--- config.mk ---
export PLATFORM = sky130hd
export DESIGN_NAME = instr_fetch_unit
export DESIGN_NICKNAME = d
export VERILOG_FILES = /design/src/rtl/instr_fetch_unit.sv
export SDC_FILE = /design/constraint.sdc
export NUM_CORES = 1
export LEC_CHECK = 0
export ABC_AREA = 1
export CAP_MARGIN = 5
export CORE_MARGIN = 8
export CORE_UTILIZATION = 51
export DETAILED_ROUTE_END_ITERATION = 7
export PLACE_DENSITY = 0.88
export SLEW_MARGIN = 15
export SYNTH_ARGS = -nofsm -noshare
export SYNTH_HDL_FRONTEND = slang
export SYNTH_SLANG_ARGS = --single-unit
--- constraint.sdc ---
create_clock -name clk -period 5.8 [get_ports clk]
set_clock_uncertainty 0.2 [all_clocks]
set_input_delay 1.45 -clock clk [delete_from_list [all_inputs] [get_ports clk]]
set_output_delay 1.45 -clock clk [all_outputs]
set_load 0.02 [all_outputs]
--- src/rtl/instr_fetch_unit.sv ---
// Instruction fetch unit: owns the PC, drives the instruction memory address and
// captures the returned word into the IR for decode, with stall, redirect and HALT handling.
module instr_fetch_unit #(
  parameter int                ADDR_W   = 8,
  parameter int                INSTR_W  = 17,
  parameter logic [ADDR_W-1:0] RESET_PC = '0,
  parameter logic [4:0]        HALT_OPC = 5'h1F
) (
  input  logic               clk,
  input  logic               rst,
  input  logic               start,
  input  logic               stall,
  input  logic               redirect_valid,
  input  logic [ADDR_W-1:0]  redirect_addr,
  output logic [ADDR_W-1:0]  imem_addr,
  input  logic [INSTR_W-1:0] imem_rdata,
  output logic [INSTR_W-1:0] ir,
  output logic [ADDR_W-1:0]  ir_pc,
  output logic               ir_valid,
  output logic               halted,
  output logic [15:0]        fetch_count
);

  typedef enum logic [1:0] {
    IDLE   = 2'd0,
    RUN    = 2'd1,
    HALTED = 2'd2
  } state_t;

  state_t            state;
  logic [ADDR_W-1:0] pc;
  logic              is_halt;

  assign imem_addr = pc;
  assign is_halt   = (imem_rdata[INSTR_W-1 -: 5] == HALT_OPC);

  always_ff @(posedge clk or posedge rst) begin
    if (rst) begin
      state       <= IDLE;
      pc          <= RESET_PC;
      ir          <= '0;
      ir_pc       <= '0;
      ir_valid    <= 1'b0;
      halted      <= 1'b0;
      fetch_count <= 16'd0;
    end else begin
      case (state)
        IDLE: begin
          ir_valid <= 1'b0;
          if (redirect_valid) pc <= redirect_addr;
          if (start) state <= RUN;
        end
        RUN: begin
          // Redirect squashes the in-flight fetch and beats stall.
          if (redirect_valid) begin
            pc       <= redirect_addr;
            ir_valid <= 1'b0;
          end else if (!stall) begin
            ir       <= imem_rdata;
            ir_pc    <= pc;
            ir_valid <= 1'b1;
            if (fetch_count != 16'hFFFF) fetch_count <= fetch_count + 16'd1;
            if (is_halt) begin
              state  <= HALTED;
              halted <= 1'b1;
            end else begin
              pc <= pc + ADDR_W'(1);
            end
          end
        end
        HALTED: begin
          ir_valid <= 1'b0;
          if (redirect_valid) begin
            pc     <= redirect_addr;
            state  <= RUN;
            halted <= 1'b0;
          end
        end
        default: begin
          state    <= IDLE;
          ir_valid <= 1'b0;
          halted   <= 1'b0;
        end
      endcase
    end
  end

endmodule

==> impl_metrics.yaml, run 1 <==
floorplan:
  placementRows: 26
  floorplan.initialDensity_pct: 52.96
  io-pin-count: 81
  fp.coreArea_um2: 5107
  die_area_um2: 7891
  die_h_um: 88.83
  fp.dieW_um: 88.83
pwr:
  power.share.combinational_pct: 46.6
  total_power_mw: 1.526
  power.leakage_nw: 1.736
  netSwitchingFraction_pct: 41.38
  power.share.clock_pct: 13.8
  sequentialPowerShare_pct: 39.6
  power_per_cell_area_nw_per_um2: 420.2
  peakVddDrop_uv: 283.1
  power.net_switching_uw: 631.6
  internal-power_uw: 894.8
placed_design:
  place_hpwl_mm: 5.200
  placed_area_um2: 3543
  placement.io_buffers: 80
  place_congestion: 0.8812
synthesis:
  synth.ff_latch_count: 53
  yosysTopAreaCellShare_pct: 49.03
  synth-seq-area-share_pct: 49.03
  ys.warnings.count: 0
  yosysUniqueCellTypes: 24
  post_synthesis_cell_area_um2: 2705
  synth.largest_area_cell: "sky130_fd_sc_hd__dfrtp_1"
  syn_area_per_cell_um2: 7.391
  synth_cells: 366
  synth_fp_nets: 398
  largest_cells_by_area_after_synthesis: "sky130_fd_sc_hd__dfrtp_1, sky130_fd_sc_hd__nand2_1, sky130_fd_sc_hd__o21ai_0"
routing:
  vias_per_cell: 4.953
  detail_route.wl_per_cell_um: 13.45
  detailroute.via_count: 2551
  drt-initial-drc-count: 154
  wl_mm: 6.927
  detail_route.drc_violations: 0
  ant_nets: 0
  drt_pass1_iterations: 4
timing:
  fmaxAchievable_mhz: 270.0
  rsz0062_at_grt: "no"
  timing.final.setup_violations: 0
  worst-slew-pin-transition_ps: 885.8
  max-slew-margin-rel_pct: 40.88
  report.final.slew_viol_count: 0
  setup-tns-final_ps: 0
  final_report_hold_violation_count: 0
  layout_worst_path_cycle_share_pct: 63.87
  final_period_minus_worst_setup_slack_ps: 3704
layout:
  final_cell_mix: "sky130_fd_sc_hd__nand2_1, sky130_fd_sc_hd__clkdlybuf4s50_1, sky130_fd_sc_hd__dfrtp_1"
  areaGrowthSynthToFinish_pct: 34.27
  layout.cells.most_common: "sky130_fd_sc_hd__nand2_1"
  final_net_count: 476
  post_route_cells_drive_above_1_share_pct: 4.045
  postLayoutCellArea_um2: 3632
  num_antenna_cells: 0
  fill_cells: 426
cts:
  clk_pin_slew_ps: 100
  clkLatencyLatePin_ps: 310
  clock_tree_from_tritoncts: "yes"
  ctsHoldBuffers: 0
  cts-buffers-inserted: 5
  cts.sinks: 53
  cts-root-buf: "sky130_fd_sc_hd__clkbuf_8"
  cts.htree.levels: 2
  post_cts_setup_inserts: 0
  clock_path_buffers: 2
  cts.repair.resized: 0
hold_path:
  min-delay-path-class: "register to register"
critical_path:
  crit_arrival_ps: 3760
  critical_path.max_fanout: 34
  worst-setup-path-type: "input pin to register"
  end_kind: "register"
  critPathLaunchType: "input pin"
  cp.required_ps: 5850
global_route:
  overflow: 0
  grt_pass1_vias: 2503
  first_pass_grt_wire_length_mm: 11.54
  grt_start_max_net_pins: 54
  track_usage_pct: 18.70
  initial_antenna_violation_count: 0
status:
  run_status: "completed"
run:
  max_cap_violations: 0
==> synth_stat cells, drive strengths merged <==
| library cell | instances |
|---|---|
| nand4 | 8 |
| nor2 | 27 |
| buf | 6 |
| a21oi | 4 |
| xnor2 | 5 |
| o21ai | 23 |
| xor2 | 3 |
| o211ai | 1 |
| nand2 | 181 |
| clkbuf | 3 |
| nand3b | 1 |
| dfrtp | 53 |
| or2 | 1 |
| nand3 | 18 |
| inv | 30 |
| ha | 2 |
==> power by group through the flow <==
stage / clock [mW] / combinational, mW / sequential (mW)
detailed placement: 0 / 0.721 / 0.606
floorplan: 0 / 0.239 / 0.741
CTS: 0.213 / 0.724 / 0.602
finish: 0.211 / 0.712 / 0.604
global placement: 0 / 0.700 / 0.603
global route: 0.228 / 0.780 / 0.621
==> state kept, by name (all words and copies together), names as in the netlist <==
signal	flops
state	2
ir_pc	8
halted	1
fetch_count	16
ir_valid	1
imem_addr	8
ir	17
==> cell type report <==
class	instances	area (µm²)	share of cell area (%)
Sequential cell	53	1326	36.51
Multi-Input combinational cell	274	1216	33.48
Timing Repair Buffer	80	800.8	22.05
Inverter	30	113.9	3.135
Tap cell	70	87.58	2.411
Clock buffer	6	72.57	1.998
Clock inverter	2	15.01	0.4134
==> routing by layer <==
metal | wire (µm) | GRT usage (%) | vias to the layer above
li1 | - | - | 1292
met1 | 3019 | 22.59 | 1181
met2 | 3393 | 31.81 | 67
met3 | 391 | 4.550 | 11
met4 | 123 | 5.837 | 0
met5 | 0 | 0 | -
==> cells by family (layout without fill, tap and decap cells) <==
group                      after synthesis  count (layout)  synth area share, %
xor gates and xnor gates                 8               8                2.590
buffers and inverters                   39             118                6.013
and+or+nand+nor                        236             236                35.75
AOI/OAI and AO/OA                       28              28                5.690
DFF                                     53              53                49.03
adders and majority gates                2               2               0.9249
==> path summary, 6_finish.rpt <==
kind | from | endpoint | slack [ps] | cells past startpoint
max | redirect_valid | fetch_count[13]$_DFFE_PP0P_ | 2100 | 8
min | ir[3]$_DFFE_PP0P_ | ir[3]$_DFFE_PP0P_ | 280 | 2
max reg2reg | state[0]$_DFFE_PP0P_ | fetch_count[13]$_DFFE_PP0P_ | 3280 | 8
min reg2reg | ir[3]$_DFFE_PP0P_ | ir[3]$_DFFE_PP0P_ | 280 | 2
max in group asynchronous | rst | ir[4]$_DFFE_PP0P_ | 3470 | 2
min in group asynchronous | rst | state[1]$_DFFE_PP0P_ | 1410 | 2
==> stage by stage <==
stage	hold slack [ps]	util (%)	cells	setup WS (ps)
CTS	287.2	71.09	515	2081
global placement	254.1	69.38	507	1843
global route	317.3	71.12	515	1839
finish	283.9	71.12	515	2096
floorplan	264.0	-	366	2864
detailed placement	265.1	69.38	507	1753
==> critical path, stage by stage <==
cell                              delay [ps]
sky130_fd_sc_hd__clkdlybuf4s50_1         490
sky130_fd_sc_hd__nor2_4                  300
sky130_fd_sc_hd__nand2_2                 120
sky130_fd_sc_hd__nor2_4                  430
sky130_fd_sc_hd__inv_2                   370
sky130_fd_sc_hd__nor2_4                  410
sky130_fd_sc_hd__nand2_1                 110
sky130_fd_sc_hd__nand2_1                  80
No activity file was read; power rests on OpenSTA's default activity.
==> inputs of run 2 (changes only) <==
Settings changed: CORE_UTILIZATION 51 to 47, PLACE_DENSITY 0.88 to 0.82.
Clock period 5.8 ns to 3.5 ns, I/O delays scaled along.
==> impl_metrics.yaml, run 2 (synthesis gave the netlist of run 1 again) <==
timing:
  final_report_hold_violation_count: 0
  rsz0062_at_grt: "no"
  setup-tns-final_ps: 0
  final_critical_path_setup_slack_ps: 858.9
  timing.final.setup_violations: 0
  final_period_minus_worst_setup_slack_ps: 2641
  report.final.slew_viol_count: 0
  max-slew-margin-rel_pct: 63.67
  worst-slew-pin-transition_ps: 544.1
  layout_worst_path_cycle_share_pct: 75.46
  fmaxAchievable_mhz: 378.6
pwr:
  netSwitchingFraction_pct: 39.89
  power_per_cell_area_nw_per_um2: 690.2
  power.share.clock_pct: 14.5
  power.share.combinational_pct: 46.4
  peakVddDrop_uv: 436.9
  sequentialPowerShare_pct: 39.0
  total_power_mw: 2.536
  power.net_switching_mw: 1.012
  power.leakage_nw: 1.768
  internal-power_mw: 1.525
critical_path:
  crit_arrival_ps: 2680
  crit_family: "simple AND/OR/NAND/NOR gates"
  worstPathCellList: "clkdlybuf4s50_1, nor2_4, nand2_2, nor2_4, inv_2, nor2_4, nand2_1, nand2_1"
  critical_path.reg2reg.endpoint: "fetch_count[11]$_DFFE_PP0P_"
  worst-r2r-setup-slack_ps: 1500
  end_kind: "register"
  critical_path.n_buffers_inverters: 2
  critPathLaunchType: "input pin"
  worst-setup-path-type: "input pin to register"
  critical-path-max-stage-delay_ps: 500
  crit-reg2reg-launch: "fetch_count[0]$_DFFE_PP0P_"
  cp.required_ps: 3540
  timing.critical_path.slowest_stage_cell: "sky130_fd_sc_hd__clkdlybuf4s50_1"
  crit_top_cell: "sky130_fd_sc_hd__nor2_4"
  critical_path.max_fanout: 34
  worst_r2r_path_depth: 7
hold_path:
  min-delay-path-class: "register to register"
  worstHoldStart: "ir[9]$_DFFE_PP0P_"
  min_delay_worst_endpoint: "ir[9]$_DFFE_PP0P_"
  hold_path_depth: 2
routing:
  vias_per_cell: 4.909
  detail_route.wl_per_cell_um: 12.85
  ant_nets: 0
  drt_pass1_iterations: 4
  detailroute.via_count: 2548
  drt-initial-drc-count: 113
  wl_mm: 6.669
  detail_route.drc_violations: 0
global_route:
  overflow: 0
  grt_start_max_net_pins: 35
  grt_pass1_vias: 2460
  first_pass_grt_wire_length_mm: 11.48
  track_usage_pct: 16.27
  initial_antenna_violation_count: 0
layout:
  final_cell_mix: "sky130_fd_sc_hd__nand2_1, sky130_fd_sc_hd__clkdlybuf4s50_1, sky130_fd_sc_hd__dfrtp_1"
  largest_reg_flops: 17
  biggestRegsByFlops: "ir x17, fetch_count x16"
  post_route_cells_drive_above_1_share_pct: 4.698
  areaGrowthSynthToFinish_pct: 35.85
  layout.cells.most_common: "sky130_fd_sc_hd__nand2_1"
  top_register: "ir"
  final_net_count: 478
  layout.core_utilization_pct: 66.33
  num_antenna_cells: 0
  fill_cells: 484
cts:
  cts.htree.levels: 2
  clk_pin_slew_ps: 90
  clock_tree_from_tritoncts: "yes"
  ctsHoldBuffers: 0
  cts-root-buf: "sky130_fd_sc_hd__clkbuf_8"
  cts.repair.resized: 0
  cts-buffers-inserted: 5
  cts.sinks: 53
  post_cts_setup_inserts: 0
  clock_path_buffers: 2
  clkLatencyLatePin_ps: 300
floorplan:
  io-pin-count: 81
  fp.coreArea_um2: 5540
  floorplan.initialDensity_pct: 48.83
  placementRows: 27
  fp.dieW_um: 91.87
  die_h_um: 91.87
  die_area_um2: 8439
placed_design:
  place_hpwl_mm: 5.120
  preCtsSetupSlack_ps: 553.8
  place_congestion: 0.8525
  placement.io_buffers: 80
status:
  run_status: "completed"
run:
  max_cap_violations: 0
-- run 2: worst max path at each step --
| stage | from | endpoint | slack (ps) | depth (start not counted) |
|---|---|---|---|---|
| finish | redirect_valid | fetch_count[7]$_DFFE_PP0P_ | 860 | 8 |
| detailed placement | redirect_valid | fetch_count[1]$_DFFE_PP0P_ | 550 | 8 |
| CTS | redirect_valid | fetch_count[8]$_DFFE_PP0P_ | 860 | 8 |
| global route | redirect_valid | fetch_count[14]$_DFFE_PP0P_ | 650 | 8 |
| floorplan | rst | fetch_count[0]$_DFFE_PP0P_ | 1140 | 1 |
| global placement | redirect_valid | fetch_count[14]$_DFFE_PP0P_ | 640 | 8 |
-- run 2: stage by stage --
step                      hold slack [ps]  instance area (µm²)  cells
after global placement              254.6                 3573    511
after detailed placement            258.8                 3573    511
after floorplan                     264.0                 2705    366
after CTS                           279.8                 3675    519
after global routing                297.0                 3675    519
final                               277.0                 3675    519
-- run 2: per-layer routing --
metal	GRT usage (%)	share of wire, %
met4	2.550	0.40
met3	5.868	7.2
met1	19.62	44
met2	27.59	49
met5	0	0
-- run 2: tightest hold or removal path, cell delays in order (launching register included) --
cell and delay [ps]:
sky130_fd_sc_hd__dfrtp_1 350, sky130_fd_sc_hd__nand2_1 50, sky130_fd_sc_hd__nand2_1 40
-- run 2: power groups by stage --
stage	Sequential (mW)	Clock, mW	Combinational, mW
final	0.990	0.369	1.18
after global routing	1.02	0.406	1.29
after CTS	0.989	0.383	1.19
after detailed placement	0.997	0	1.19
after global placement	0.993	0	1.17
after floorplan	1.23	0	0.396
-- run 2: final cells by class --
cell class                 count  area, µm²  area share (%)
sequential                    53       1326           36.09
multi-input combinational    274       1216           33.10
timing repair buffer          82      828.3           22.54
inverter                      30      112.6           3.064
clock buffer                   7      96.34           2.622
tap                           72      90.09           2.451
clock inverter                 1      5.005          0.1362
